===== config.mk =====
export PLATFORM = sky130hd
export DESIGN_NAME = bypass_forward_ctrl
export DESIGN_NICKNAME = d
export VERILOG_FILES = /design/src/rtl/bypass_forward_ctrl.sv
export SDC_FILE = /design/constraint.sdc
export NUM_CORES = 1
export LEC_CHECK = 0
export CAP_MARGIN = 20
export CORE_ASPECT_RATIO = 1.75
export CORE_MARGIN = 3
export CORE_UTILIZATION = 35
export CTS_CLUSTER_DIAMETER = 80
export DETAILED_ROUTE_END_ITERATION = 6
export GPL_TIMING_DRIVEN = 0
export PLACE_DENSITY = 0.76
export REMOVE_ABC_BUFFERS = 1
export SYNTH_ARGS = -nofsm -noshare
export SYNTH_HDL_FRONTEND = slang
export SYNTH_SLANG_ARGS = --single-unit
export TNS_END_PERCENT = 1

===== constraint.sdc =====
create_clock -name clk -period 5.25 [get_ports clk]
set_clock_uncertainty 0.15 [all_clocks]
set_input_delay 1.05 -clock clk [delete_from_list [all_inputs] [get_ports clk]]
set_output_delay 1.05 -clock clk [all_outputs]
set_load 0.05 [all_outputs]

===== src/rtl/bypass_forward_ctrl.sv =====
// Operand forwarding and load-use interlock at the ID/EX boundary.
// Picks the youngest valid producer per source port and stalls ID on a load-use hazard.
module bypass_forward_ctrl #(
  parameter int DATA_W   = 32,
  parameter int ADDR_W   = 5,
  parameter int NUM_SRC  = 2,
  parameter int LOAD_LAT = 1,
  parameter int CNT_W    = 32
) (
  input  logic                        clk,
  input  logic                        rst,
  input  logic                        id_valid,
  input  logic [NUM_SRC*ADDR_W-1:0]   id_src_addr,
  input  logic [NUM_SRC-1:0]          id_src_used,
  input  logic [NUM_SRC*DATA_W-1:0]   id_rf_data,
  input  logic                        ex_wr_en,
  input  logic                        ex_is_load,
  input  logic [ADDR_W-1:0]           ex_wr_addr,
  input  logic [DATA_W-1:0]           ex_alu_res,
  input  logic                        mem_wr_en,
  input  logic [ADDR_W-1:0]           mem_wr_addr,
  input  logic [DATA_W-1:0]           mem_wr_data,
  input  logic                        wb_wr_en,
  input  logic [ADDR_W-1:0]           wb_wr_addr,
  input  logic [DATA_W-1:0]           wb_wr_data,
  input  logic                        flush,
  output logic [NUM_SRC*DATA_W-1:0]   fwd_data,
  output logic [NUM_SRC*4-1:0]        fwd_sel,
  output logic                        stall,
  output logic [CNT_W-1:0]            stat_stall_cyc,
  output logic [CNT_W-1:0]            stat_fwd_evt
);

  localparam int PC_W  = $clog2(NUM_SRC + 1);
  localparam int SUM_W = CNT_W + 1;
  localparam logic [1:0] HOLD_INIT = 2'(LOAD_LAT - 1);

  typedef enum logic {IDLE, HOLD} state_t;

  state_t             state_reg, state_next;
  logic [1:0]         cnt_reg, cnt_next;
  logic [CNT_W-1:0]   stall_cyc_reg, stall_cyc_next;
  logic [CNT_W-1:0]   fwd_evt_reg, fwd_evt_next;
  logic [NUM_SRC-1:0] ld_match;
  logic [NUM_SRC-1:0] fwd_port;
  logic [PC_W-1:0]    fwd_cnt;
  logic [PC_W-1:0]    fwd_add;
  logic [SUM_W-1:0]   stall_sum, fwd_sum;
  logic               hazard;

  genvar gi;
  generate
    for (gi = 0; gi < NUM_SRC; gi++) begin : g_port
      logic [ADDR_W-1:0] src;
      logic              src_live;
      logic              m_ex, m_mem, m_wb;
      logic [3:0]        sel;
      logic [DATA_W-1:0] data;

      assign src      = id_src_addr[gi*ADDR_W +: ADDR_W];
      assign src_live = id_src_used[gi] && (src != '0);
      assign m_ex     = src_live && ex_wr_en  && (ex_wr_addr  == src);
      assign m_mem    = src_live && mem_wr_en && (mem_wr_addr == src);
      assign m_wb     = src_live && wb_wr_en  && (wb_wr_addr  == src);

      // A load in EX has no data yet, so it is skipped and older stages are considered.
      always_comb begin
        sel  = 4'b0001;
        data = id_rf_data[gi*DATA_W +: DATA_W];
        if (m_ex && !ex_is_load) begin
          sel  = 4'b0010;
          data = ex_alu_res;
        end else if (m_mem) begin
          sel  = 4'b0100;
          data = mem_wr_data;
        end else if (m_wb) begin
          sel  = 4'b1000;
          data = wb_wr_data;
        end
      end

      assign fwd_sel[gi*4 +: 4]          = sel;
      assign fwd_data[gi*DATA_W +: DATA_W] = data;
      assign ld_match[gi]                = m_ex && ex_is_load;
      assign fwd_port[gi]                = !sel[0];
    end
  endgenerate

  assign hazard = id_valid && !flush && (|ld_match);

  always_ff @(posedge clk) begin
    if (rst) begin
      state_reg     <= IDLE;
      cnt_reg       <= '0;
      stall_cyc_reg <= '0;
      fwd_evt_reg   <= '0;
    end else begin
      state_reg     <= state_next;
      cnt_reg       <= cnt_next;
      stall_cyc_reg <= stall_cyc_next;
      fwd_evt_reg   <= fwd_evt_next;
    end
  end

  always_comb begin
    state_next = state_reg;
    cnt_next   = cnt_reg;
    if (flush) begin
      state_next = IDLE;
      cnt_next   = '0;
    end else begin
      case (state_reg)
        IDLE: begin
          if (hazard && (LOAD_LAT > 1)) begin
            state_next = HOLD;
            cnt_next   = HOLD_INIT;
          end
        end
        HOLD: begin
          cnt_next = cnt_reg - 2'd1;
          if (cnt_reg == 2'd1) state_next = IDLE;
        end
      endcase
    end
  end

  always_comb begin
    stall = 1'b0;
    case (state_reg)
      IDLE: stall = hazard;
      HOLD: stall = !flush;
    endcase
  end

  always_comb begin
    fwd_cnt = '0;
    for (int i = 0; i < NUM_SRC; i++) fwd_cnt = fwd_cnt + PC_W'(fwd_port[i]);
  end

  // The extra sum bit flags overflow so the counters stick at all-ones.
  assign fwd_add        = (id_valid && !stall) ? fwd_cnt : '0;
  assign stall_sum      = {1'b0, stall_cyc_reg} + SUM_W'(stall);
  assign fwd_sum        = {1'b0, fwd_evt_reg} + SUM_W'(fwd_add);
  assign stall_cyc_next = stall_sum[CNT_W] ? '1 : stall_sum[CNT_W-1:0];
  assign fwd_evt_next   = fwd_sum[CNT_W]   ? '1 : fwd_sum[CNT_W-1:0];

  assign stat_stall_cyc = stall_cyc_reg;
  assign stat_fwd_evt   = fwd_evt_reg;

endmodule


==> metrics.md <==
| Metric | Value |
|---|---|
| Synth Area in Simple Gates | `23.5%` |
| Switching power | `0.000511 W` |
| HP Class | `register to register` |
| CP required | `4.05 ns` |
| Share of cells above drive strength 1 | `13.3%` |
| Max-slew violations | `0` |
| Die Area | `19,000 µm²` |
| Global route overflow | `0` |
| Synth warnings | `0` |
| Max frequency | `194 MHz` |
| RSZ-0062 raised after global routing | `true` |
| Outcome | `finished, final reports clean` |
| Vias in the first global route | `7,527` |
| Routed via count | `7,804` |
| Avg Inst Size Synth | `7.73 µm²` |
| Setup slack, reg-to-reg | `2.33 ns` |
| Setup violators final | `0` |
| Total Wirelength | `29,400 µm` |
| Remaining antenna violation count | `0` |
| Largest family of logic cells by synthesized area | `compound AO/OA/AOI/OAI gates` |
| Post-synthesis mux area share | `0.826%` |
| Buffers added on ports | `331` |
| Worst-margin pin slew | `0.935 ns` |
| Post-DP HPWL | `21,300 µm` |
| Post-synth top flop | `dfxtp_1` |
| PD cells | `169 nW/µm²` |
| WS Path Type | `input port to primary output` |
| Clock-pin transition on the worst setup and hold timing paths | `0.05 ns` |
| Netlist cell types | `57` |
| 1st-pass router iterations | `7` |
| CP max FO | `57` |
| Die height | `180 µm` |
| Core box area | `16,900 µm²` |
| Synth Area in Adders | `1.57%` |
| Post-Synth XOR/XNOR Area | `11.1%` |
| Mapped Cells | `783` |
| Drt wl/cell | `22.1 µm` |
| Clk root buf | `clkbuf_16` |
| Global-route wire length before repair | `44,200 µm` |
| Post-synth EDFFs | `0` |
| Final #Nets | `1,291` |
| Final hold viol count | `0` |
| Routability cong. | `0.893` |
| Starting DRT DRC Count | `385` |
| Crit start category | `input port` |
| Overall global routing resource usage | `29.2%` |
| Int Power | `0.00119 W` |
| Non-filler cells, final | `1,329` |
| Fin crit period | `5.15 ns` |
| Sw Share | `30.0%` |
| Die X | `105 µm` |
| Area grow syn2layout | `66.9%` |
| Inst Count DP | `1,280` |
| Asr flop ratio synth | `0%` |
| Initial antenna violation count | `25` |
| Clock Latency Late Sink | `0.33 ns` |
| Leak | `3.85 nW` |
| H-Tree Level Count | `3` |
| Total power | `0.00170 W` |
| Flop pwr share | `29.9%` |
| Std cell rows | `63` |
| Maximum vdd drop | `0.224 mV` |
| Slew HR | `37.5%` |
| Final Cycle Share | `98.2%` |
| #FFs+latches synth | `67` |
| Sequential cell area fraction in the yosys report | `22.1%` |
| Post-route DRC | `0` |
| Bufs on Longest Clock Path | `2` |
| Clock Power Share | `39.0%` |
| Worst setup EP type | `primary output` |
| Worst EP arrival | `3.95 ns` |
| Synth Area in Compound Gates | `31.8%` |
| Largest net degree at the start of global routing | `58` |
| Avg Vias per Cell | `5.87` |
| Clock sink total | `67` |
| TritonCTS Buffers | `9` |
| Post-Syn Area | `6060 µm²` |
| MaxCap Viol Count | `0` |
| CTS tree | `built` |
| Combinational fraction of design power | `31.2%` |
| Boundary pin count | `332` |
| Initial core utilization | `35.7%` |
[final cells by class]
| cell class | instances | area (µm²) |
|---|---|---|
| fillers | 1547 | 6840 |
| multi-input cells | 595 | 4300 |
| repair buffers | 364 | 3620 |
| flip-flops and latches | 67 | 1340 |
| well taps | 227 | 284 |
| clock buffers | 11 | 253 |
| inverters | 52 | 213 |
| clock inverters | 5 | 82.6 |
| diodes | 8 | 20.0 |
[through the flow]
stage / instance area [µm²] / hold WS [ns] / worst slack (ns) / util (%) / setup TNS, ns
5_1_grt: 10100 / 0.394 / -0.0665 / 59.6 / -0.305
6_report: 10100 / 0.364 / 0.0970 / 59.7 / 0
3_5_place_dp: 9490 / 0.356 / -2.41 / 56.0 / -168.18
3_3_place_gp: 9300 / 0.354 / -4.38 / 54.9 / -368.92
4_1_cts: 10000 / 0.364 / -0.261 / 59.0 / -6.42
2_1_floorplan: 5700 / 0.333 / -1.07 / - / -62.78
[power groups by stage]
| stage | registers (W) | clock network, W | logic [W] |
|---|---|---|---|
| 3_3_place_gp | 0.000520 | 0 | 0.000520 |
| 4_1_cts | 0.000509 | 0.000673 | 0.000527 |
| 3_5_place_dp | 0.000520 | 0 | 0.000533 |
| 2_1_floorplan | 0.000522 | 0 | 0.000243 |
| 6_report | 0.000509 | 0.000664 | 0.000531 |
| 5_1_grt | 0.000509 | 0.000696 | 0.000555 |
[per-layer routing]
metal  vias up  part of all wire [%]  global-route usage, %  routed length, µm
met2       466                    49                   51.1              14400
met5         -                  0.75                      0                221
met1      3634                    33                   29.4               9750
met4        34                   4.0                   11.1               1190
met3       108                    13                   14.3               3880
li1       3562                     -                      -                  -
[repair_timing]
| action | in CTS | in global routing |
|---|---|---|
| cloned | 2 | 0 |
| gates resized for setup | 154 | 44 |
| setup endpoints to repair | 104 | 120 |
| hold buffers | 0 | 0 |
| setup buffers | 14 | 8 |
| pin swaps | 8 | 4 |
[logic make-up (layout without fill, tap and decap cells)]
family	Yosys count	in the layout
compound gates	242	243
xor+xnor	77	77
fa+ha+maj	7	7
buf+inv	123	432
flops	67	67
mux	5	5
other cells	0	8
simple gates	262	263
[cell usage in the layout (no fill, tap or decap), drive strengths merged, types with 33 or more instances in the layout]
master and instances:
clkdlybuf4s50 256, a21oi 75, dfxtp 67, inv 52, nor3 50, buf 48
and3 47, nor2 47, xnor2 41, xor2 36, a311oi 33
[synthesized netlist by cell type, types with 2 or more instances]
master	number	area share [%]
a211oi_1	2	0.25
a21oi_1	75	6.2
a221o_1	22	3.6
a221oi_1	10	1.4
a22o_1	22	3.2
a311oi_1	5	0.72
a311oi_2	28	6.9
a31o_1	2	0.29
a31oi_1	9	0.93
and2_1	3	0.31
and3_1	47	4.9
and4_1	8	1.2
buf_1	6	0.37
buf_2	8	0.66
buf_6	10	1.9
clkbuf_1	46	2.9
dfxtp_1	67	22
ha_1	6	1.2
inv_1	49	3.0
inv_2	2	0.12
mux2i_1	5	0.83
nand2_1	32	2.0
nand2b_1	2	0.21
nand3_1	24	2.0
nand4_1	12	1.2
nor2_1	47	2.9
nor2b_1	2	0.21
nor3_1	49	4.0
nor4_1	14	1.4
o21ai_0	13	1.1
o21ai_1	16	1.3
o2bb2ai_1	31	4.5
or2_2	2	0.21
or3_1	6	0.62
or4_1	4	0.50
xnor2_1	41	5.9
xor2_1	36	5.2
[worst paths after layout]
path	start	to	cells past startpoint
max	id_src_addr[6]	fwd_data[47]	9
min	stat_stall_cyc[31]	stat_stall_cyc[31]	1
max reg2reg	state_reg	stat_stall_cyc[11]	8
min reg2reg	stat_stall_cyc[31]	stat_stall_cyc[31]	1
[critical path: stages]
cell	delay [ns]
clkdlybuf4s50_1	0.50
or4_1	0.59
o21ai_1	0.26
or4_4	0.21
buf_4	0.18
clkinv_8	0.22
a21oi_1	0.19
a22o_1	0.19
dlygate4sd2_1	0.55
Power figures use the tool's default switching activity.
